$ cat config.mk
export PLATFORM = sky130hd
export DESIGN_NAME = truth_table_sweeper
export DESIGN_NICKNAME = d
export VERILOG_FILES = /design/src/rtl/truth_table_sweeper_pkg.sv /design/src/rtl/tt_settle_timer.sv /design/src/rtl/truth_table_sweeper.sv
export SDC_FILE = /design/constraint.sdc
export NUM_CORES = 1
export LEC_CHECK = 0
export CORE_UTILIZATION = 39
export DETAILED_ROUTE_END_ITERATION = 7
export GPL_TIMING_DRIVEN = 1
export SKIP_LAST_GASP = 1
export SLEW_MARGIN = 20
export SYNTH_ARGS = -nofsm -noshare
export SYNTH_HDL_FRONTEND = slang
export SYNTH_SLANG_ARGS = --single-unit
$ cat constraint.sdc
create_clock -name clk -period 1.74 [get_ports clk]
set_input_delay 0.348 -clock clk [delete_from_list [all_inputs] [get_ports clk]]
set_output_delay 0.348 -clock clk [all_outputs]
set_load 0.01 [all_outputs]
$ cat src/rtl/truth_table_sweeper_pkg.sv
// Shared definitions for the truth-table sweeper: FSM state encodings, the
// golden mask of the 4-input function unit and the settle-timer load helper.
package truth_table_sweeper_pkg;

  localparam logic [2:0] ST_IDLE   = 3'd0;
  localparam logic [2:0] ST_DRIVE  = 3'd1;
  localparam logic [2:0] ST_WAIT   = 3'd2;
  localparam logic [2:0] ST_SAMPLE = 3'd3;
  localparam logic [2:0] ST_DONE   = 3'd4;

  localparam logic [15:0] TT_F_GOLDEN = 16'h212F;

  localparam int SETTLE_W = 4;

  // The timer reaches zero on the last WAIT cycle, so it is loaded with SETTLE-1.
  function automatic logic [SETTLE_W-1:0] settle_load(input int settle);
    return (settle > 0) ? SETTLE_W'(settle - 1) : '0;
  endfunction

endpackage

$ cat src/rtl/tt_settle_timer.sv
// Loadable down-counter that times the WAIT phase between driving a vector
// and sampling the function unit output.
module tt_settle_timer #(
  parameter int W = 4
) (
  input  logic         clk,
  input  logic         reset,
  input  logic         load,
  input  logic [W-1:0] load_val,
  input  logic         en,
  output logic         zero
);

  logic [W-1:0] cnt;

  always_ff @(posedge clk) begin
    if (reset) begin
      cnt <= '0;
    end else if (load) begin
      cnt <= load_val;
    end else if (en && (cnt != '0)) begin
      cnt <= cnt - 1'b1;
    end
  end

  assign zero = (cnt == '0);

endmodule

$ cat src/rtl/truth_table_sweeper.sv
// Walks every input vector of a combinational function unit, samples its
// output after a settle time and compares the captured table with a golden mask.
module truth_table_sweeper
  import truth_table_sweeper_pkg::*;
#(
  parameter int                      N_IN     = 4,
  parameter int                      SETTLE   = 1,
  parameter logic [(1<<N_IN)-1:0]    EXPECTED = TT_F_GOLDEN
) (
  input  logic                   clk,
  input  logic                   reset,
  input  logic                   start,
  input  logic                   abort,
  output logic [N_IN-1:0]        vec,
  input  logic                   fs,
  output logic                   busy,
  output logic                   done,
  output logic [(1<<N_IN)-1:0]   result,
  output logic [N_IN:0]          fail_cnt,
  output logic [N_IN-1:0]        first_fail,
  output logic                   pass
);

  localparam logic [N_IN-1:0]     LAST_VEC    = '1;
  localparam logic [N_IN:0]       FAIL_MAX    = {1'b1, {N_IN{1'b0}}};
  localparam logic [SETTLE_W-1:0] SETTLE_LOAD = settle_load(SETTLE);
  localparam logic [2:0]          AFTER_DRIVE = (SETTLE > 0) ? ST_WAIT : ST_SAMPLE;

  logic [2:0] state;
  logic       settle_zero;
  logic       fs_miss;

  assign fs_miss = fs ^ EXPECTED[vec];

  tt_settle_timer #(
    .W(SETTLE_W)
  ) u_settle (
    .clk      (clk),
    .reset    (reset),
    .load     (state == ST_DRIVE),
    .load_val (SETTLE_LOAD),
    .en       (state == ST_WAIT),
    .zero     (settle_zero)
  );

  always_ff @(posedge clk) begin
    if (reset) begin
      state      <= ST_IDLE;
      vec        <= '0;
      result     <= '0;
      fail_cnt   <= '0;
      first_fail <= '0;
      busy       <= 1'b0;
      done       <= 1'b0;
      pass       <= 1'b0;
    end else begin
      done <= 1'b0;
      case (state)
        ST_IDLE: begin
          if (start && !abort) begin
            result     <= '0;
            fail_cnt   <= '0;
            first_fail <= '0;
            pass       <= 1'b0;
            vec        <= '0;
            busy       <= 1'b1;
            state      <= ST_DRIVE;
          end
        end
        ST_DRIVE: begin
          if (abort) begin
            busy  <= 1'b0;
            pass  <= 1'b0;
            state <= ST_IDLE;
          end else begin
            state <= AFTER_DRIVE;
          end
        end
        ST_WAIT: begin
          if (abort) begin
            busy  <= 1'b0;
            pass  <= 1'b0;
            state <= ST_IDLE;
          end else if (settle_zero) begin
            state <= ST_SAMPLE;
          end
        end
        ST_SAMPLE: begin
          // An abort here drops the pending sample; the table keeps only committed entries.
          if (abort) begin
            busy  <= 1'b0;
            pass  <= 1'b0;
            state <= ST_IDLE;
          end else begin
            result[vec] <= fs;
            if (fs_miss) begin
              if (fail_cnt != FAIL_MAX) fail_cnt <= fail_cnt + 1'b1;
              if (fail_cnt == '0) first_fail <= vec;
            end
            if (vec == LAST_VEC) begin
              done  <= 1'b1;
              busy  <= 1'b0;
              pass  <= (fail_cnt == '0) && !fs_miss;
              state <= ST_DONE;
            end else begin
              vec   <= vec + 1'b1;
              state <= ST_DRIVE;
            end
          end
        end
        ST_DONE: begin
          state <= ST_IDLE;
        end
        default: begin
          busy  <= 1'b0;
          state <= ST_IDLE;
        end
      endcase
    end
  end

endmodule

==> PnR_summary.wiki <==
{| class="wikitable"
! Metric !! Value
|-
| RSZ-0062 raised after global routing || true
|-
| Hold Path Class || flip-flop to flip-flop
|-
| Area of all placed cells without fillers || ~2900 um2
|-
| Placed cell areas || 2669 um2
|-
| Portion of the post-synthesis area used by sequential elements || between 30% and 40%
|-
| Data arrival time of the critical path || 1.97 ns
|-
| Initial DRT Pass Iterations || 4
|-
| Primary FF master, synth || sky130_fd_sc_hd__dfxtp_1
|-
| Synthesized netlist net count || 259
|-
| Final Hold Violating Endpoints || 0
|-
| Routed wire length || around 5100 um
|-
| FF+latch count, synth || 40
|-
| Half-perimeter wire length of the detailed placement result || 3503 um
|-
| Longest Clk Path Bufs || 2
|-
| Total negative slack for setup checks || 0 ns
|-
| Routability cong. || between 0.8 and 0.9
|-
| Run status || finished, final reports clean
|-
| Drt via density || about 5.2
|-
| Final setup violation count || 0
|-
| P_leak || a little over 1 nW
|-
| CTS buffer count || 5
|-
| Cell type contributing the most total cell area after synthesis || sky130_fd_sc_hd__dfxtp_1
|-
| Fraction of registers with async set or reset after synthesis || 0%
|-
| Min Clock Period, post-route || between 1.5 and 2 ns
|-
| Highest net fanout along the worst path || 5
|-
| Chip Width || 74.03 um
|-
| FF-to-FF setup slack || around 0.011 ns
|-
| Die Outline Area || roughly 5500 um2
|-
| Smallest setup slack after layout || 0.01057 ns
|-
| Total inserted antenna cells || 0
|-
| Vert. Die Dim || ~74 um
|-
| Worst Tran Pin Value || slightly below 0.5 ns
|-
| Power density of the placed cells || around 660 nW/um2
|-
| Slowest Stage Delay on Critical Path || around 0.40 ns
|-
| Sink count of the clock tree || 40
|-
| Worst Setup End Kind || flip-flop
|-
| GRT overflow || 0
|-
| Antenna Nets Post-Route || 0
|-
| Worst Setup Path Type || flip-flop to flip-flop
|-
| Num ports || 37
|-
| Average cell area after synthesis || 8.191 um2
|-
| Cell variety after synth || 47
|-
| First-pass GRT wire length || 8418 um
|-
| Ranking of synthesized cells by area || sky130_fd_sc_hd__dfxtp_1 (40%), sky130_fd_sc_hd__a21oi_1 (9.6%), sky130_fd_sc_hd__nand3_1 (5.2%), sky130_fd_sc_hd__o21ai_0 (5.2%), sky130_fd_sc_hd__ha_1 (4.3%)
|-
| Root cell of the clock tree || sky130_fd_sc_hd__clkbuf_8
|-
| Number of global-route vias before repair || 1,798
|-
| Synthesized instance count || between 200 and 250
|-
| Maximum operating frequency || roughly 580 MHz
|-
| Count of buffers inserted at the top-level ports || 36
|-
| Pin count of the biggest net entering global routing || 19
|-
| Relative max-transition margin || 66.89%
|-
| Total power || 0.001890 W
|-
| H-Tree Level Count || 2
|-
| Area of the placeable core || approximately 4800 um2
|-
| Cell chain of the critical path || inv_2, ha_4, or3b_4, nor3_4, a21oi_4, or3_4, a21oi_2
|-
| Kind of start point of the critical path || flip-flop
|-
| Worst endpoint required time || around 2.0 ns
|-
| Final setup skew || between 0.008 and 0.009 ns
|-
| Site row count || 25
|-
| Max Slew Vio Count || 0
|-
| Total number of vias || around 1,900
|-
| Number of enable flip-flop cells after synthesis || 0
|-
| Maximum Capacitance Violations || 0
|-
| Post-route clock period utilization || 99.39%
|-
| DRC errors left || 0
|-
| Initial standard-cell utilization of the core || a little over two fifths
|-
| Total number of nets in the final design || approximately 320
|-
| TritonCTS clock tree || yes
|-
| Layout cell share with drive strength beyond 1 || between 20% and 30%
|-
| Filler cell count in the final layout || 428
|-
| Proportion of netlist area held by the largest area contributor || around two fifths
|-
| Number of antenna violations at the first check in global routing || 0
|-
| Post-synthesis instance area || approximately 2000 um2
|-
| Placement-stage worst setup slack || -0.3831 ns
|-
| Area delta synth->final || 41.74%
|-
| CTS clk-pin slew, worst paths || about 0.08 ns
|-
| Highest-delay cell along the critical path || sky130_fd_sc_hd__or3b_4
|-
| Final core utilization || 59.15%
|-
| GR Util All Layers || 20.25%
|-
| Worst voltage drop across the vdd grid || approximately 350 uV
|-
| Post-detailed-route wirelength per cell || about 14 um
|-
| Clock latency at the later pin of the worst-skew pair || just over 0.3 ns
|-
| Violation count after the first detailed-route iteration || between 100 and 150
|-
| Number of warnings reported in the yosys synthesis log || 0
|}
[per-layer routing]
metal / global-route usage [%] / wire length, um / vias to the layer above
met5: 0 / 0 / -
met4: 7.692 / 76 / 0
met3: 4.336 / 235 / 7
met2: 30.51 / 2210 / 43
met1: 28.29 / 2593 / 903
li1: - / - / 984
[metrics by stage]
step / hold WS [ns] / instances
detailed placement: 0.4494 / 362
finish: 0.4592 / 372
CTS: 0.4668 / 372
floorplan: 0.4761 / 247
global route: 0.4901 / 372
global placement: 0.4500 / 362
[final cells by class]
class	instances	area, um2	area share (%)
multi-input combinational	176	1169	40.75
sequential	40	807.0	28.14
timing repair buffer	71	649.4	22.64
tap	67	83.83	2.923
clock buffer	6	82.58	2.880
clock inverter	2	38.79	1.353
inverter	10	37.54	1.309
[sequential cells by signal (all words and copies together) (netlist names), named ones only]
signal and flops:
result 16, fail_cnt 5, first_fail 4, u_settle.cnt 4, vec 4, state 3
busy 1, done 1, pass 1
[power by group]
group | internal, W | total, W | switching [W]
Clock | 0.000469 | 0.000830 | 0.000361
Sequential | 0.000919 | 0.000923 | 0.00000398
Combinational | 0.0000675 | 0.000138 | 0.0000700
[synthesized netlist by cell type, drive strengths merged (3+ instances only)]
| master | instances |
|---|---|
| a21oi | 40 |
| dfxtp | 40 |
| o21ai | 22 |
| nand3 | 21 |
| clkbuf | 17 |
| nor2 | 16 |
| nand2 | 12 |
| inv | 10 |
| ha | 7 |
| nor3 | 6 |
| xor2 | 5 |
| a31oi | 4 |
| buf | 4 |
| a211oi | 3 |
| nand2b | 3 |
| nand3b | 3 |
| or3 | 3 |
| xnor2 | 3 |
[kinds of logic after synthesis]
group | synth area share [%]
adders and majority gates | 4.329
buffers and inverters | 6.555
and+or+nand+nor | 21.71
AOI/OAI and AO/OA | 23.87
xor gates and xnor gates | 3.463
DFF | 39.58
muxes | 0.4948
[cell usage in the layout, fill, tap and decap left out, drive strengths merged, types with 2 or more instances in the layout]
| cell | n |
|---|---|
| nor3 | 6 |
| nand3b | 3 |
| nor2b | 2 |
| o2111ai | 2 |
| nand3 | 21 |
| ha | 7 |
| nor2 | 16 |
| clkbuf | 6 |
| nand2b | 3 |
| nand2 | 12 |
| or3 | 3 |
| and2 | 2 |
| inv | 10 |
| dfxtp | 40 |
| or2 | 2 |
| o211a | 2 |
| a211oi | 3 |
| clkdlybuf4s50 | 34 |
| a21oi | 40 |
| xnor2 | 3 |
| xor2 | 5 |
| o21ai | 22 |
| o22ai | 2 |
| buf | 35 |
| nor3b | 2 |
| dlygate4sd2 | 2 |
| a31oi | 4 |
[final timing paths]
path                 startpoint            end  depth (start not counted)
setup / recovery    fail_cnt[0]  first_fail[1]                          7
hold / removal    first_fail[2]  first_fail[2]                          2
setup reg to reg    fail_cnt[0]  first_fail[1]                          7
hold reg to reg   first_fail[2]  first_fail[2]                          2
[what timing repair did]
action	4_1_cts	5_1_grt
hold buffers	0	0
gates resized for setup	9	16
endpoints found under the setup margin	11	27
pin swaps	6	6
setup buffers	2	0
[critical path: cells and delay by family (launching register included)]
| family | cells | cell delay [ns] |
|---|---|---|
| adder cells (fa/ha/maj) | 1 | 0.13 |
| buffers and inverters | 1 | 0.08 |
| flip-flops | 1 | 0.33 |
| AO/OA/AOI/OAI | 2 | 0.21 |
| AND/OR/NAND/NOR | 3 | 0.93 |
Note: power is estimated with default switching activity, not from simulation.
